===== src/rtl/count_display_driver.sv =====
// Converts an 8-bit count to BCD with a sequential double-dabble engine.
// Drives a 4-digit common-anode multiplexed seven-segment display.
module count_display_driver #(
    parameter int REFRESH_DIV   = 100000,
    parameter bit BLANK_LEADING = 1'b1
) (
    input  logic        clk,
    input  logic        reset,
    input  logic [7:0]  count,
    output logic [3:0]  an,
    output logic [6:0]  seg,
    output logic        dp,
    output logic [11:0] bcd,
    output logic        bcd_valid
);

    localparam int             DW       = $clog2(REFRESH_DIV);
    localparam logic [DW-1:0]  DIV_LAST = DW'(REFRESH_DIV - 1);
    localparam logic [6:0]     SEG_OFF  = 7'b1111111;

    typedef enum logic [1:0] {IDLE, SHIFT, DONE} conv_state_t;

    conv_state_t state, state_nxt;

    logic [7:0]  bin_sr;
    logic [7:0]  latched;
    logic [7:0]  last_conv;
    logic        converted;
    logic [2:0]  iter;
    logic [11:0] scratch;
    logic [11:0] scratch_adj;
    logic        start;

    logic [DW-1:0] div;
    logic          wrap;
    logic [1:0]    digit;
    logic [3:0]    an_nxt;
    logic [6:0]    seg_nxt;
    logic [3:0]    hund, tens, ones;
    logic          blank_h, blank_t;

    function automatic logic [3:0] add3(input logic [3:0] n);
        return (n >= 4'd5) ? n + 4'd3 : n;
    endfunction

    function automatic logic [6:0] enc(input logic [3:0] n);
        case (n)
            4'd0:    return 7'b1000000;
            4'd1:    return 7'b1111001;
            4'd2:    return 7'b0100100;
            4'd3:    return 7'b0110000;
            4'd4:    return 7'b0011001;
            4'd5:    return 7'b0010010;
            4'd6:    return 7'b0000010;
            4'd7:    return 7'b1111000;
            4'd8:    return 7'b0000000;
            4'd9:    return 7'b0010000;
            default: return 7'b1111111;
        endcase
    endfunction

    // The converted flag forces one conversion after reset even if count matches.
    always_comb start = !converted || (count != last_conv);

    always_comb scratch_adj = {add3(scratch[11:8]), add3(scratch[7:4]), add3(scratch[3:0])};

    always_ff @(posedge clk or posedge reset) begin
        if (reset) state <= IDLE;
        else       state <= state_nxt;
    end

    always_comb begin
        state_nxt = state;
        case (state)
            IDLE:    if (start) state_nxt = SHIFT;
            SHIFT:   if (iter == 3'd7) state_nxt = DONE;
            DONE:    state_nxt = IDLE;
            default: state_nxt = IDLE;
        endcase
    end

    always_ff @(posedge clk or posedge reset) begin
        if (reset) begin
            bin_sr    <= '0;
            latched   <= '0;
            last_conv <= '0;
            converted <= 1'b0;
            iter      <= '0;
            scratch   <= '0;
            bcd       <= '0;
            bcd_valid <= 1'b0;
        end else begin
            bcd_valid <= 1'b0;
            case (state)
                IDLE: begin
                    if (start) begin
                        bin_sr  <= count;
                        latched <= count;
                        scratch <= '0;
                        iter    <= '0;
                    end
                end
                SHIFT: begin
                    {scratch, bin_sr} <= {scratch_adj, bin_sr} << 1;
                    iter              <= iter + 3'd1;
                end
                DONE: begin
                    // bcd changes only here, so the display never sees a partial result.
                    bcd       <= scratch;
                    last_conv <= latched;
                    converted <= 1'b1;
                    bcd_valid <= 1'b1;
                end
                default: ;
            endcase
        end
    end

    assign hund    = bcd[11:8];
    assign tens    = bcd[7:4];
    assign ones    = bcd[3:0];
    assign blank_h = BLANK_LEADING && (hund == 4'd0);
    assign blank_t = BLANK_LEADING && (hund == 4'd0) && (tens == 4'd0);
    assign wrap    = (div == DIV_LAST);
    assign an_nxt  = ~(4'b0001 << digit);

    always_comb begin
        seg_nxt = SEG_OFF;
        case (digit)
            2'd0:    seg_nxt = enc(ones);
            2'd1:    seg_nxt = blank_t ? SEG_OFF : enc(tens);
            2'd2:    seg_nxt = blank_h ? SEG_OFF : enc(hund);
            default: seg_nxt = SEG_OFF;
        endcase
    end

    // an and seg load from the same edge so the anode and pattern switch together.
    always_ff @(posedge clk or posedge reset) begin
        if (reset) begin
            div   <= '0;
            digit <= '0;
            an    <= 4'b1111;
            seg   <= SEG_OFF;
        end else begin
            div <= wrap ? '0 : div + 1'b1;
            if (wrap) begin
                an    <= an_nxt;
                seg   <= seg_nxt;
                digit <= digit + 2'd1;
            end
        end
    end

    assign dp = 1'b1;

endmodule


===== config.mk =====
export PLATFORM = sky130hd
export DESIGN_NAME = count_display_driver
export DESIGN_NICKNAME = d
export VERILOG_FILES = /design/src/rtl/count_display_driver.sv
export SDC_FILE = /design/constraint.sdc
export NUM_CORES = 1
export LEC_CHECK = 0
export ABC_AREA = 1
export CORE_MARGIN = 1
export CORE_UTILIZATION = 53
export CTS_CLUSTER_DIAMETER = 150
export DETAILED_ROUTE_END_ITERATION = 16
export MAX_ROUTING_LAYER = met4
export PLACE_DENSITY_LB_ADDON = 0.2
export SLEW_MARGIN = 20
export SYNTH_ARGS = -nofsm -noshare
export SYNTH_HDL_FRONTEND = slang
export SYNTH_SLANG_ARGS = --single-unit

===== constraint.sdc =====
create_clock -name clk -period 2.6 [get_ports clk]
set_input_delay 0.52 -clock clk [delete_from_list [all_inputs] [get_ports clk]]
set_output_delay 0.52 -clock clk [all_outputs]
set_load 0.1 [all_outputs]

# After elaboration in Yosys (flattened, before gate mapping)
# Memories as Yosys holds them, arrays and structs flattened.
# Index checks and enable logic that the tools add are counted.
[totals] regBits=85 rom_bits=336 inputBits=10 out_inout_bits=25 elab_cells=64 n_memories=3
[classes] addsub=6 magnitude_cmp=3 eq_ne=9 n_shift=1 muxes=17 bitwise_logic=1 n_reduce_logical=11
[memory_table] name="(name not given)" depth=16 word_bits=7 read_ports=1 rd_clocked_by_memory_dff=0 wr=0 line="47" source="case (n)"
[memory_table] name="(name not given)" depth=16 word_bits=7 read_ports=1 rd_clocked_by_memory_dff=0 wr=0 line="47"
[memory_table] name="(name not given)" depth=16 word_bits=7 read_ports=1 rd_clocked_by_memory_dff=0 wr=0 line="47"
[op_table] cell="$pmux W12 S2" n=1
[op_table] cell="$pmux W7 S3" n=1
[op_table] cell="$add A17 B1 Y17 const B" n=1
[op_table] cell="$eq A17 B17 Y1 const B" n=1
[op_table] cell="$mux W17" n=1
[op_table] cell="$pmux W8 S2" n=1
[op_table] cell="$mux W7" n=2
[op_table] cell="$ge A4 B3 Y1 const B" n=3
[op_table] cell="$mux W12" n=1
[op_table] cell="$add A4 B2 Y4 const B" n=2
[op_table] cell="$logic_not A4 Y1" n=2
[op_table] cell="$mux W4" n=2
[op_table] cell="$mux W8" n=1
[op_table] cell="$ne A8 B8 Y1" n=1
[op_table] cell="$mux W3" n=2
[op_table] cell="$pmux W3 S2" n=1
[op_table] cell="$reduce_and A2 Y1" n=3
[op_table] cell="$eq A2 B1 Y1 const B" n=2
[op_table] cell="$eq A2 B2 Y1 const B" n=2
[op_table] cell="$logic_not A2 Y1" n=2
[op_table] cell="$mux W2" n=2
[op_table] cell="$ne A2 B2 Y1 const B" n=2
[op_table] cell="$not A4 Y4" n=1
[op_table] cell="$pmux W2 S2" n=1
[op_table] cell="other kinds (10)" n=10

# Depth between registers and ports, before layout
[depth] word_depth=4 mapped_depth=12 mapped_depth_nobuf=11

# Worst setup path before layout
# OpenSTA, ideal clock, no wires.
[synth_path] path_type="register to register" from="register bcd[1]" to="register seg[0]" setup_time_ps=77 t_arrival_ps=2111 required_ps=2523 slack_ps=412 path_stages_with_launch=10 path_buffers=0 synth_period_minus_slack_ps=2188 cell_sequence="dfrtp_1 -> inv_1 -> ha_1 -> or2_2 -> o21ai_0 -> nand2_1 -> a21oi_1 -> nand2_1 -> nor2_1 -> nor2_1"
[synth_via] elab_chain_len=2
[synth_rtl] element="start: declaration" line="13" source="output logic [11:0] bcd,"
[synth_rtl] element="start signal: assignment" line="109" source="bcd <= scratch;"
[synth_rtl] element="$mem_v2 Z16 W7"
[synth_rtl] element="$pmux W7 S3" line="129" source="case (digit)"
[synth_rtl] element="end signal: assignment" line="148" source="seg <= seg_nxt;"
[synth_rtl] element="end: declaration" line="11" source="output logic [6:0] seg,"
# No other way between the ends.
# A chain may end at the register's enable or synchronous reset.

# Worst setup path after layout
[layout_path] from="input port count[7]" to="register bin_sr[7]"
[layout_via] elab_chain_len=4 word_cells_on_any_way=6 classes_between="eq/ne (2); mux (2); reduce/logical (2)"
[layout_rtl] element="start: declaration" line="9" source="input logic [7:0] count,"
[layout_rtl] element="$ne A8 B8 Y1" line="63" source="always_comb start = !converted || (count != last_conv);"
[layout_rtl] element="$logic_or A1 B1 Y1" line="63"
[layout_rtl] element="$ne A2 B2 Y1 (no source line)"
[layout_rtl] element="$reduce_and A2 Y1 (no source line)"
[layout_rtl] element="end signal: assignment" line="97" source="bin_sr <= count;"
[layout_rtl] element="end signal: assignment" line="104" source="{scratch, bin_sr} <= {scratch_adj, bin_sr} << 1;"
[layout_rtl] element="end: declaration" line="25" source="logic [7:0] bin_sr;"
# Parallel ways exist; a longest one is shown, timed or not. The select of a mux whose other input is x is not followed.

==> reports/summary.txt <==
n_diodes: 0
Fill cells: 788
LEAKAGE: 0.00273 µW
Clock H-tree levels: 3
Num CTS Buffers: 9
clk_lat worst skew: 0.36 ns
Reg area: 2140 µm²
dpl cells: 739
outcome: complete, no violations
Die ar.: 9360 µm²
Final Hold Vio Count: 0
die height: 96.8 µm
crit path launch type: primary input
TritonCTS clock tree: yes
Cell Chain, Critical Path: clkdlybuf4s50_1, inv_1, a21oi_1, nand2_1, nor2_1, nand3_1, nand2_1, buf_4, nand3_1, nand2_1
gpl congestion: 0.941
Crit Path Max Fanout: 35
Syn Nets: 651
DP Wirelength: 6.58 mm
Port Buffer Count: 33
Ports: 35
Crit path max-delay family: buffers and inverters
Die X: 96.8 µm
Post-CTS Repair Setup Buffers: 0
Slew @ Worst Pin: 0.670 ns
Synth Cell Area: 4760 µm²
max-cap viol count: 0
pin count of the biggest net entering global routing: 36
WP data required: 2.87 ns
routed len/inst: 12.0 µm
post-synth cell types: 33
ys async rst share: 100%
GRT Util Overall: 21.7%
Hold Path Class: flop to flop
max_slew headroom: 55.3%
DRT iter0 DRCs: 165
Max Clock Skew: 0.0219 ns
pwr dens: 1050 nW/µm²
DR vias: 3789
Most used DFF post-synth: dfrtp_1
nets: 682
clk buf depth: 2
vias per cell: 5.03
setup_tns: 0 ns
fraction of layout instances using a drive strength above 1: 11.9%
Worst path slowest cell: clkdlybuf4s50_1
Critical Path Most Common Cell: nand2_1
Worst Path Buf+Inv: 3
total wire length: 9.02 mm
initial antenna violation count: 0
Post-Synthesis Cells: 611
Final Cycle Share: 76.5%
Crit. End Element: flop
# clock sinks: 85
Max Clk Rate: 503 MHz
EDFF count, synth: 0
post-CTS sizing: 0
WS Path Type: primary input to flop
maximum vdd drop: 0.762 mV
syn avg cell area: 7.79 µm²
#FFs+latches synth: 85
Max Transition Viols Final: 0
sequential share of the synthesized area: 45.0%
RSZ-0062 raised after global routing: no
drt first pass iters: 5
CTS Hold Bufs: 0
Starting Density: 54.6%
yosys warns: 0
CTS Root Cell: clkbuf_8
area of the multi-input gates: 2190 µm²
grt total ovfl: 0
Routed Antenna Nets: 0
site row count: 34
CORE AREA: 8720 µm²
clock slew at reported path FFs: 0.09 ns
area grow syn2layout: 11.6%
Remaining DRCs: 0
worst path arrival time: 2.26 ns
vias in the first global route: 3702
first-pass GRT wire length: 16.4 mm
final setup vio count: 0
CP max stage delay: 0.46 ns
min Tclk post-route: 1.99 ns
final cell count without fillers: 754
## final timing paths
| path | startpoint | end | slack (ns) | cells past startpoint |
|---|---|---|---|---|
| worst min register to register | converted | converted | 0.47 | 2 |
| worst max register to register | div[0] | seg[3] | 0.86 | 10 |
| worst max-delay path | count[7] | bin_sr[7] | 0.61 | 10 |
| worst min-delay path | converted | converted | 0.47 | 2 |
| max in group asynchronous | reset | an[3] | 1.43 | 3 |
| min in group asynchronous | reset | last_conv[5] | 0.55 | 2 |
## worst register-to-register path, cell delays in order (launching register included)
cell	delay [ns]
dfrtp_1	0.38
ha_1	0.19
nand2_2	0.09
nor2_4	0.15
inv_2	0.05
nor2_2	0.09
nand2_2	0.21
inv_4	0.26
nand2_1	0.09
nor2_1	0.12
nor2_1	0.05
## cells in the final DEF, fill, tap and decap left out, types with 2 or more instances in the layout
cell,count
nand4_1,5
a21oi_1,24
inv_2,4
dfstp_2,11
ha_1,30
buf_4,28
xor2_1,12
nand3_1,43
dfrtp_1,74
nand2_2,4
nor2_2,3
clkinvlp_4,2
nand2_1,159
inv_1,77
nor2_4,3
buf_12,2
a31oi_1,2
o21ai_0,71
nor2_1,55
clkdlybuf4s50_1,9
clkbuf_8,9
or2_2,4
## flip-flops by register name, summed over array words and instances (netlist names)
signal,flops
an,4
bcd,12
bcd_valid,1
bin_sr,8
converted,1
digit,2
div,17
iter,3
last_conv,8
latched,8
scratch,12
seg,7
state,2
## power breakdown
group          internal, µW  leakage, µW  switching (µW)
Clock                   443    0.0000927             470
Sequential             1690      0.00105             339
Combinational           825      0.00159            1830
Total                  2960      0.00273            2630
## stage by stage
stage	power, µW	worst slack (ns)	hold WS (ns)	util, %	instance area [µm²]
6_report	5590	0.612	0.473	60.9	5310
5_1_grt	6110	0.498	0.491	60.9	5310
4_1_cts	5620	0.656	0.476	60.9	5310
3_5_place_dp	4700	0.287	0.455	58.7	5120
3_3_place_gp	4640	0.334	0.446	58.7	5120
2_1_floorplan	4140	0.412	0.422	-	4760
## layout make-up
type	count	area share [%]
Inverter	83	5.98
Multi-Input combinational cell	424	41.2
Clock buffer	10	2.40
Tap cell	108	2.54
Timing Repair Buffer	39	6.41
Sequential cell	85	40.3
Clock inverter	5	1.13
## Yosys cell counts, types with 2 or more instances
| library cell | instances | area share [%] |
|---|---|---|
| buf_4 | 3 | 0.47 |
| nor2_4 | 3 | 0.71 |
| nor2_2 | 3 | 0.39 |
| dfrtp_1 | 74 | 39 |
| nor2_1 | 55 | 4.3 |
| buf_6 | 2 | 0.47 |
| nand4_1 | 5 | 0.66 |
| a21oi_1 | 24 | 2.5 |
| dfstp_2 | 11 | 6.1 |
| xor2_1 | 12 | 2.2 |
| o21ai_0 | 71 | 7.5 |
| inv_1 | 78 | 6.2 |
| nand2_2 | 4 | 0.53 |
| ha_1 | 30 | 7.9 |
| or2_2 | 4 | 0.53 |
| nand3_1 | 43 | 4.5 |
| nand2_1 | 159 | 13 |
| inv_2 | 4 | 0.32 |
| buf_2 | 5 | 0.53 |
| a31oi_1 | 2 | 0.26 |
| clkbuf_1 | 7 | 0.55 |
## metal layers
metal / global-route usage (%) / routed length [µm] / vias up
met4: 8.04 / 116 / 0
met3: 2.96 / 181 / 11
li1: - / - / 1982
met1: 27.5 / 4420 / 1751
met2: 35.8 / 4300 / 45
met5: - / 0 / -
## logic make-up (layout without fill, tap and decap cells)
logic type	Yosys count	in the layout	share of synthesized area (%)
and+or+nand+nor	281	281	25.1
xor gates and xnor gates	12	12	2.21
DFF	85	85	45.0
other	1	1	0.0788
adders and majority gates	30	30	7.89
buffers and inverters	102	137	9.04
AOI/OAI and AO/OA	100	100	10.7
Note: power is estimated with default switching activity, not from simulation.
